[src/rtl/countdown_ctrl.sv]
// countdown_ctrl: push-button front-end and expiry watcher for the minutes/seconds
// countdown timer. Buttons are synchronised and edge-detected, a BCD minute preset is
// edited in IDLE, and a five-state FSM drives cnt_en/load/alarm/running (all registered).
// Optional build macro COUNTDOWN_ALARM_TIMEOUT_EN: alarm self-clears after ALARM_CYCLES.
module countdown_ctrl #(
    parameter logic [7:0]  MIN_DEFAULT  = 8'h05,
    parameter int unsigned ALARM_CYCLES = 16
) (
    input  logic       clk,
    input  logic       rst_n,
    input  logic       btn_start,
    input  logic       btn_up,
    input  logic       btn_down,
    input  logic [7:0] xq,
    input  logic [7:0] xh,
    output logic       cnt_en,
    output logic       load,
    output logic [7:0] min_Init,
    output logic       alarm,
    output logic       running
);

    typedef enum logic [2:0] {StIdle, StLoad, StRun, StPause, StDone} state_e;

    state_e     state_q, state_d;
    logic [7:0] min_set_q, min_set_d;
    logic [2:0] sync1_q, sync2_q, prev_q;
    logic [2:0] btn_ev;
    logic       start_ev, up_ev, down_ev, time_zero;
    logic       cnt_en_q, load_q, alarm_q, running_q;

    // BCD +1 with 99 -> 00 wrap
    function automatic logic [7:0] bcd_inc(input logic [7:0] v);
        logic [7:0] r;
        if (v[3:0] == 4'd9) begin
            r[3:0] = 4'd0;
            r[7:4] = (v[7:4] == 4'd9) ? 4'd0 : v[7:4] + 4'd1;
        end else begin
            r = {v[7:4], v[3:0] + 4'd1};
        end
        return r;
    endfunction

    // BCD -1 with 00 -> 99 wrap
    function automatic logic [7:0] bcd_dec(input logic [7:0] v);
        logic [7:0] r;
        if (v[3:0] == 4'd0) begin
            r[3:0] = 4'd9;
            r[7:4] = (v[7:4] == 4'd0) ? 4'd9 : v[7:4] - 4'd1;
        end else begin
            r = {v[7:4], v[3:0] - 4'd1};
        end
        return r;
    endfunction

    // Two-flop synchroniser plus previous-value flop for rising-edge detection
    always_ff @(posedge clk or negedge rst_n) begin
        if (!rst_n) begin
            sync1_q <= 3'b000;
            sync2_q <= 3'b000;
            prev_q  <= 3'b000;
        end else begin
            sync1_q <= {btn_down, btn_up, btn_start};
            sync2_q <= sync1_q;
            prev_q  <= sync2_q;
        end
    end

    assign btn_ev    = sync2_q & ~prev_q;
    assign start_ev  = btn_ev[0];
    assign up_ev     = btn_ev[1];
    assign down_ev   = btn_ev[2];
    assign time_zero = (xq == 8'h00) && (xh == 8'h00);

`ifdef COUNTDOWN_ALARM_TIMEOUT_EN
    localparam int unsigned AlarmCntW = (ALARM_CYCLES > 0) ? $clog2(ALARM_CYCLES + 1) : 1;
    logic [AlarmCntW-1:0] alarm_cnt_q, alarm_cnt_d;

    // Alarm duration counter, loaded on entry to DONE
    always_ff @(posedge clk or negedge rst_n) begin
        if (!rst_n) begin
            alarm_cnt_q <= '0;
        end else begin
            alarm_cnt_q <= alarm_cnt_d;
        end
    end
`else
    logic unused_alarm_cycles;
    assign unused_alarm_cycles = |ALARM_CYCLES;
`endif

    // Next-state logic for the FSM and the minute preset
    always_comb begin
        state_d   = state_q;
        min_set_d = min_set_q;
`ifdef COUNTDOWN_ALARM_TIMEOUT_EN
        alarm_cnt_d = alarm_cnt_q;
`endif
        unique case (state_q)
            StIdle: begin
                // Simultaneous up and down cancel out
                if (up_ev && !down_ev) begin
                    min_set_d = bcd_inc(min_set_q);
                end else if (down_ev && !up_ev) begin
                    min_set_d = bcd_dec(min_set_q);
                end
                if (start_ev) begin
                    state_d = StLoad;
                end
            end
            StLoad: state_d = StRun;
            StRun: begin
                // Expiry beats a coincident start press
                if (time_zero) begin
                    state_d = StDone;
`ifdef COUNTDOWN_ALARM_TIMEOUT_EN
                    alarm_cnt_d = AlarmCntW'(ALARM_CYCLES);
`endif
                end else if (start_ev) begin
                    state_d = StPause;
                end
            end
            StPause: begin
                if (start_ev) begin
                    state_d = StRun;
                end
            end
            StDone: begin
                if (start_ev) begin
                    state_d = StIdle;
`ifdef COUNTDOWN_ALARM_TIMEOUT_EN
                end else if (alarm_cnt_q <= AlarmCntW'(1)) begin
                    state_d = StIdle;
                end else begin
                    alarm_cnt_d = alarm_cnt_q - AlarmCntW'(1);
`endif
                end
            end
            default: state_d = StIdle;
        endcase
    end

    // State, preset and registered outputs decoded from the next state
    always_ff @(posedge clk or negedge rst_n) begin
        if (!rst_n) begin
            state_q   <= StIdle;
            min_set_q <= MIN_DEFAULT;
            cnt_en_q  <= 1'b0;
            load_q    <= 1'b0;
            alarm_q   <= 1'b0;
            running_q <= 1'b0;
        end else begin
            state_q   <= state_d;
            min_set_q <= min_set_d;
            cnt_en_q  <= (state_d == StRun);
            load_q    <= (state_d == StLoad);
            alarm_q   <= (state_d == StDone);
            running_q <= (state_d == StRun);
        end
    end

    assign cnt_en   = cnt_en_q;
    assign load     = load_q;
    assign alarm    = alarm_q;
    assign running  = running_q;
    assign min_Init = min_set_q;

endmodule
[config.mk]
export PLATFORM = sky130hd
export DESIGN_NAME = countdown_ctrl
export DESIGN_NICKNAME = d
export VERILOG_FILES = /design/src/rtl/countdown_ctrl.sv
export SDC_FILE = /design/constraint.sdc
export NUM_CORES = 1
export LEC_CHECK = 0
export CAP_MARGIN = 25
export CELL_PAD_IN_SITES_DETAIL_PLACEMENT = 0
export CELL_PAD_IN_SITES_GLOBAL_PLACEMENT = 1
export CORE_MARGIN = 3
export CORE_UTILIZATION = 36
export DETAILED_ROUTE_END_ITERATION = 10
export HOLD_SLACK_MARGIN = 0.12
export PLACE_DENSITY = 0.79
export SLEW_MARGIN = 20
export SYNTH_ARGS = -nofsm -noshare
export SYNTH_HDL_FRONTEND = slang
export SYNTH_SLANG_ARGS = --single-unit
export TNS_END_PERCENT = 30
[constraint.sdc]
create_clock -name clk -period 2.67 [get_ports clk]
set_input_delay 0.534 -clock clk [delete_from_list [all_inputs] [get_ports clk]]
set_output_delay 0.534 -clock clk [all_outputs]
set_load 0.03 [all_outputs]
### Yosys cells after proc, flatten, opt, wreduce, memory -nomap -nowiden

Cells that the tools add are included.

* add/subtract/negate cells: 4
* equality and inequality tests: 10
* mux-type cells: 12
* bitwise logic cells: 2
* reduce and logical (&&, ||, !) cells: 14

Operator list (number)
* 8-bit two-way mux: 4
* 8-bit zero test: 2
* 3-bit two-way mux: 5
* 3-bit case mux with 5 select lines: 1
* 3-bit by 2-bit equality test with 1-bit output, second input constant: 3
* 4-bit by 1-bit adder with 4-bit output, second input constant: 2
* 4-bit equality test, second input constant: 2
* 4-bit zero test: 2
* 4-bit two-way mux: 2
* 4-bit by 1-bit subtractor with 4-bit output, second input constant: 2
* 3-bit by 1-bit equality test with 1-bit output, second input constant: 2
* 3-bit equality test, second input constant: 2
* 4-bit AND reduction: 1
* 2-bit nonzero test: 2
* 3-bit AND: 1
* 1-bit logical AND: 3
* 3-bit zero test: 1
* 3-bit inverter: 1
* 1-bit zero test: 2
* 2-bit by 1-bit inequality test with 1-bit output, second input constant: 1
* 2-bit AND reduction: 1

* flip-flop bits (word level): 23
* bits of input ports: 21
* output and inout bits: 12
* word-level logic and storage cells: 51

### Logic depth before layout (Yosys ltp)

* depth after elaboration: 6
* gate-level depth with buffers: 7
* depth with buffers taken out: 6

### Worst setup path before layout

No wires, ideal clock.

* path type: register to register
* from: register sync2_q[1]
* to: register min_set_q[4], in the netlist min_Init[4]
* setup time: 0.125 ns
* arrival: 1.796 ns
* data required time: 2.545 ns
* setup slack: 0.750 ns
* cell stages (with the launch flop): 7
* buffers on the path: 1
* period minus slack after synthesis: 1.920 ns
* path through: dfrtp_1 > nor2b_1 > ha_1 > or4_4 > buf_6 > a21oi_4 > mux2_2

* longest elaborated chain between the ends: 5
* elaborated cells on any way between the ends: 9
* classes of those cells: eq/ne (1); mux (1); bitwise (1); reduce/logical (6)

Ends and longest elaborated chain
* start, declared: line 27 `logic [2:0] sync1_q, sync2_q, prev_q;`
* start signal, assigned: line 64 `sync2_q <= sync1_q;`
* 3-bit AND (*): line 69 `assign btn_ev = sync2_q & ~prev_q;`
* 1-bit zero test: line 104 `end else if (down_ev && !up_ev) begin`
* 1-bit logical AND: line 104
* 2-bit nonzero test (no line)
* 4-bit AND reduction (no line)
* end signal, assigned: line 154 `min_set_q <= min_set_d;`
* end, declared: line 26 `logic [7:0] min_set_q, min_set_d;`

Every way passes the cells marked *; elsewhere a longest branch is shown, timed or not.
A chain may end at the register's enable or synchronous reset.

### Worst setup path after layout

* from: register min_set_q[0], in the netlist min_Init[0]
* to: output min_Init[0]

RTL lines
* end, declared: line 18 `output logic [7:0] min_Init,`

No word-level cell between the ends.

==> run_results.csv <==
group,metric,value,unit
status,status,"complete, no violations",
placement,port_buffers,32,
timing,max_slew_margin,71.50,%
pwr,pwr_density_cell,601.4,nW/um^2
critical_path,rr_worst_depth,6,
critical_path,worstReg2RegEnd,"min_Init[4]$_DFFE_PN0P_",
critical_path,endpoint_kind,"output pin",
die,core,3153,sq um
route,drtAntennaViolNets,0,
global_routing,grt_overflow_total,0,
synth,ys_top_cells_by_area,"dfrtp_1 (43%), dfstp_2 (4.3%), ha_1 (4.1%)",
final_layout,nets,179,
critical_path,slowest_stage,"clkdlybuf4s50_1",
synth,ys_types,41,
clock_tree,ctsHoldBuffers,0,
timing,skew,0.002126,ns
timing,clock.fmax,454.2,MHz
critical_path,start_kind,"flip-flop",
placement,place_congestion,0.7940,
synth,syn_area,1219,sq um
timing,rsz0062_at_grt,"no",
clock_tree,cts-buffers-inserted,3,
timing,finalSetupTns,0,ns
timing,worst_slew_pin_slew,0.4251,ns
placement,dp_hpwl,1951,um
clock_tree,numClockSinks,23,
critical_path,crit_end,"min_Init[0]",
critical_path,cp_num_buf_inv,1,
clock_tree,clock_latency,0.31,ns
clock_tree,h-tree-depth,1,
final_layout,syn2layout_area_growth,30.39,%
worst_hold_path,hold_class,"flip-flop to flip-flop",
final_layout,antenna_cells,0,
critical_path,crit_chain,"clkdlybuf4s50_1",
job,cap_violations,0,
critical_path,crit_start,"min_Init[0]$_DFFE_PN1P_",
route,first_pass_iters,4,
critical_path,crit_cells,1,
global_routing,antenna_found_initial,0,
timing,setup_violations,0,
global_routing,grt_start_max_net_pins,24,
critical_path,critPathRequiredTime,2.14,ns
synth,avgSynthCellArea,10.07,sq um
clock_tree,cts-root-buf,"clkbuf_4",
timing,period_share,82.46,%
critical_path,path_class,"flip-flop to output pin",
clock_tree,cts_setup_buffers,0,
route,wire_per_inst,12.88,um
die,start_util,38.65,%
timing,finalHoldViolCount,0,
timing,min_period,2.202,ns
critical_path,max_stage_delay,0.70,ns
die,rows,20,
global_routing,first_global_vias,1024,
die,die_x,64.18,um
route,detail_route.vias_per_cell,5.213,
route,drt_iter0_markers,44,
pwr,irDropWorstVdd,0.0002886,V
synth,ys_seq_elements,23,
die,io_pins,33,
pwr,p_leak,0.0006044,uW
synth,syn-num-nets,146,
synth,synth_top_cell_by_area,"dfrtp_1",
clock_tree,cts_tree,"built",
clock_tree,cts_max_path_buffers,2,
critical_path,worst-path-max-fanout,10,
clock_tree,clk_pin_slew,0.13,ns
synth,seq_area_frac_synth,47.43,%
final_layout,layout-drive-gt1-share,10.46,%
critical_path,critical-path-top-delay-family,"buffers and inverters",
route,vias,1027,
timing,hold_slack,0.3637,ns
clock_tree,ctsResizeCount,0,
critical_path,reg2reg_setup_slack,0.58,ns
route,drc_errors,0,
critical_path,cp.arrival,1.67,ns
global_routing,grt_pass1_wl,4560,um
synth,yosysTopAreaCellShare,43.12,%
synth,ys_warn_count,0,
synth,synthCells,121,
global_routing,grt_use_total,13.54,%
timing,report.final.slew_viol_count,0,
die,die_h,64.18,um
die,dieArea,4119,sq um
route,routed_wirelength,2537,um
critical_path,timing.rr.start,"sync2_q[1]$_DFF_PN0_",
==> registers in the layout, indices dropped and copies added, names as in the netlist <==
register	cells
running	1
prev_q	3
load	1
state_q	3
sync1_q	3
sync2_q	3
alarm	1
min_Init	8
==> kinds of logic (layout without fill, tap and decap cells) <==
kind of cell             Yosys count  after routing  share of synthesized area (%)
AND/OR/NAND/NOR                   48             48                          22.38
AO/OA/AOI/OAI                     29             29                          16.43
flip-flops                        23             23                          47.43
buffers and inverters             13             45                          6.263
adder cells (fa/ha/maj)            4              4                          4.107
multiplexers                       3              3                          2.669
XOR/XNOR                           1              1                         0.7188
==> stage by stage <==
| step | instance area (sq um) | total power [uW] | util, % | setup WS (ns) | cells |
|---|---|---|---|---|---|
| after floorplan | 1219 | 687.8 | - | 0.7497 | 121 |
| after global placement | 1559 | 793.6 | 49.44 | 0.6119 | 193 |
| after detailed placement | 1559 | 798.6 | 49.44 | 0.5387 | 193 |
| after CTS | 1589 | 969.5 | 50.40 | 0.4471 | 197 |
| after global routing | 1589 | 1023 | 50.40 | 0.3998 | 197 |
| final | 1589 | 955.7 | 50.40 | 0.4684 | 197 |
==> power breakdown <==
| part | leakage (uW) | internal (uW) | switching [uW] |
|---|---|---|---|
| clock | 0.0000139 | 57.1 | 108 |
| combinational | 0.000315 | 152 | 167 |
| sequential | 0.000276 | 399 | 72.7 |
| total | 0.000604 | 608 | 347 |
==> worst min path at each step <==
stage / start / to / slack (ns) / cells past startpoint
6_report: sync1_q[2]$_DFF_PN0_ / sync2_q[2]$_DFF_PN0_ / 0.36 / 0
5_1_grt: sync1_q[1]$_DFF_PN0_ / sync2_q[1]$_DFF_PN0_ / 0.38 / 0
4_1_cts: sync1_q[1]$_DFF_PN0_ / sync2_q[1]$_DFF_PN0_ / 0.37 / 0
3_5_place_dp: sync1_q[1]$_DFF_PN0_ / sync2_q[1]$_DFF_PN0_ / 0.34 / 0
3_3_place_gp: sync1_q[2]$_DFF_PN0_ / sync2_q[2]$_DFF_PN0_ / 0.33 / 0
2_1_floorplan: rst_n / alarm$_DFF_PN0_ / 0.24 / 0
==> synth_stat cells, drive strengths merged <==
cell type and instances:
mux2 2, dfstp 2, mux2i 1, clkbuf 1
or3b 1, nor3 2, o21ai 7, and4 1
or4b 1, o2bb2ai 1, dfrtp 21, nand4 2
a31oi 1, nand2b 2, a21oi 9, o21bai 1
nor3b 1, nand3b 2, and2 2, inv 7
nor4 7, or4 1, o32ai 2, a221oi 1
or3 1, a221o 1, nand3 7, a22o 1
o221ai 1, a32oi 2, nor2 9, ha 4
buf 5, o21a 2, nand2 7, nor2b 2
xnor2 1
==> cell type report <==
cell class / count / area, sq um
Tap cell: 44 / 55.05
Clock inverter: 1 / 7.507
Timing Repair Buffer: 34 / 335.3
Fill cell: 316 / 1564
Multi-Input combinational cell: 85 / 564.3
Clock buffer: 3 / 22.52
Sequential cell: 23 / 578.1
Inverter: 7 / 26.28
==> cell usage in the layout, fill, tap and decap left out, types with 2 or more instances in the layout <==
cell,n
a32oi_1,2
nand4_1,2
clkdlybuf4s50_1,32
buf_4,2
a21oi_1,8
o32ai_1,2
nand3b_1,2
and2_1,2
dfrtp_1,21
clkbuf_4,3
nand2_1,7
nor2b_1,2
inv_1,7
ha_1,4
nand2b_1,2
dfstp_2,2
nor4_1,7
o21ai_0,7
nor2_1,9
o21a_1,2
mux2_2,2
nand3_1,7
==> metal layers <==
layer,GRT usage (%),part of all wire [%]
met1,17.49,46
met2,22.97,50
met3,3.515,3.9
met4,2.375,0.39
met5,0,0
Note: power is estimated with default switching activity, not from simulation.
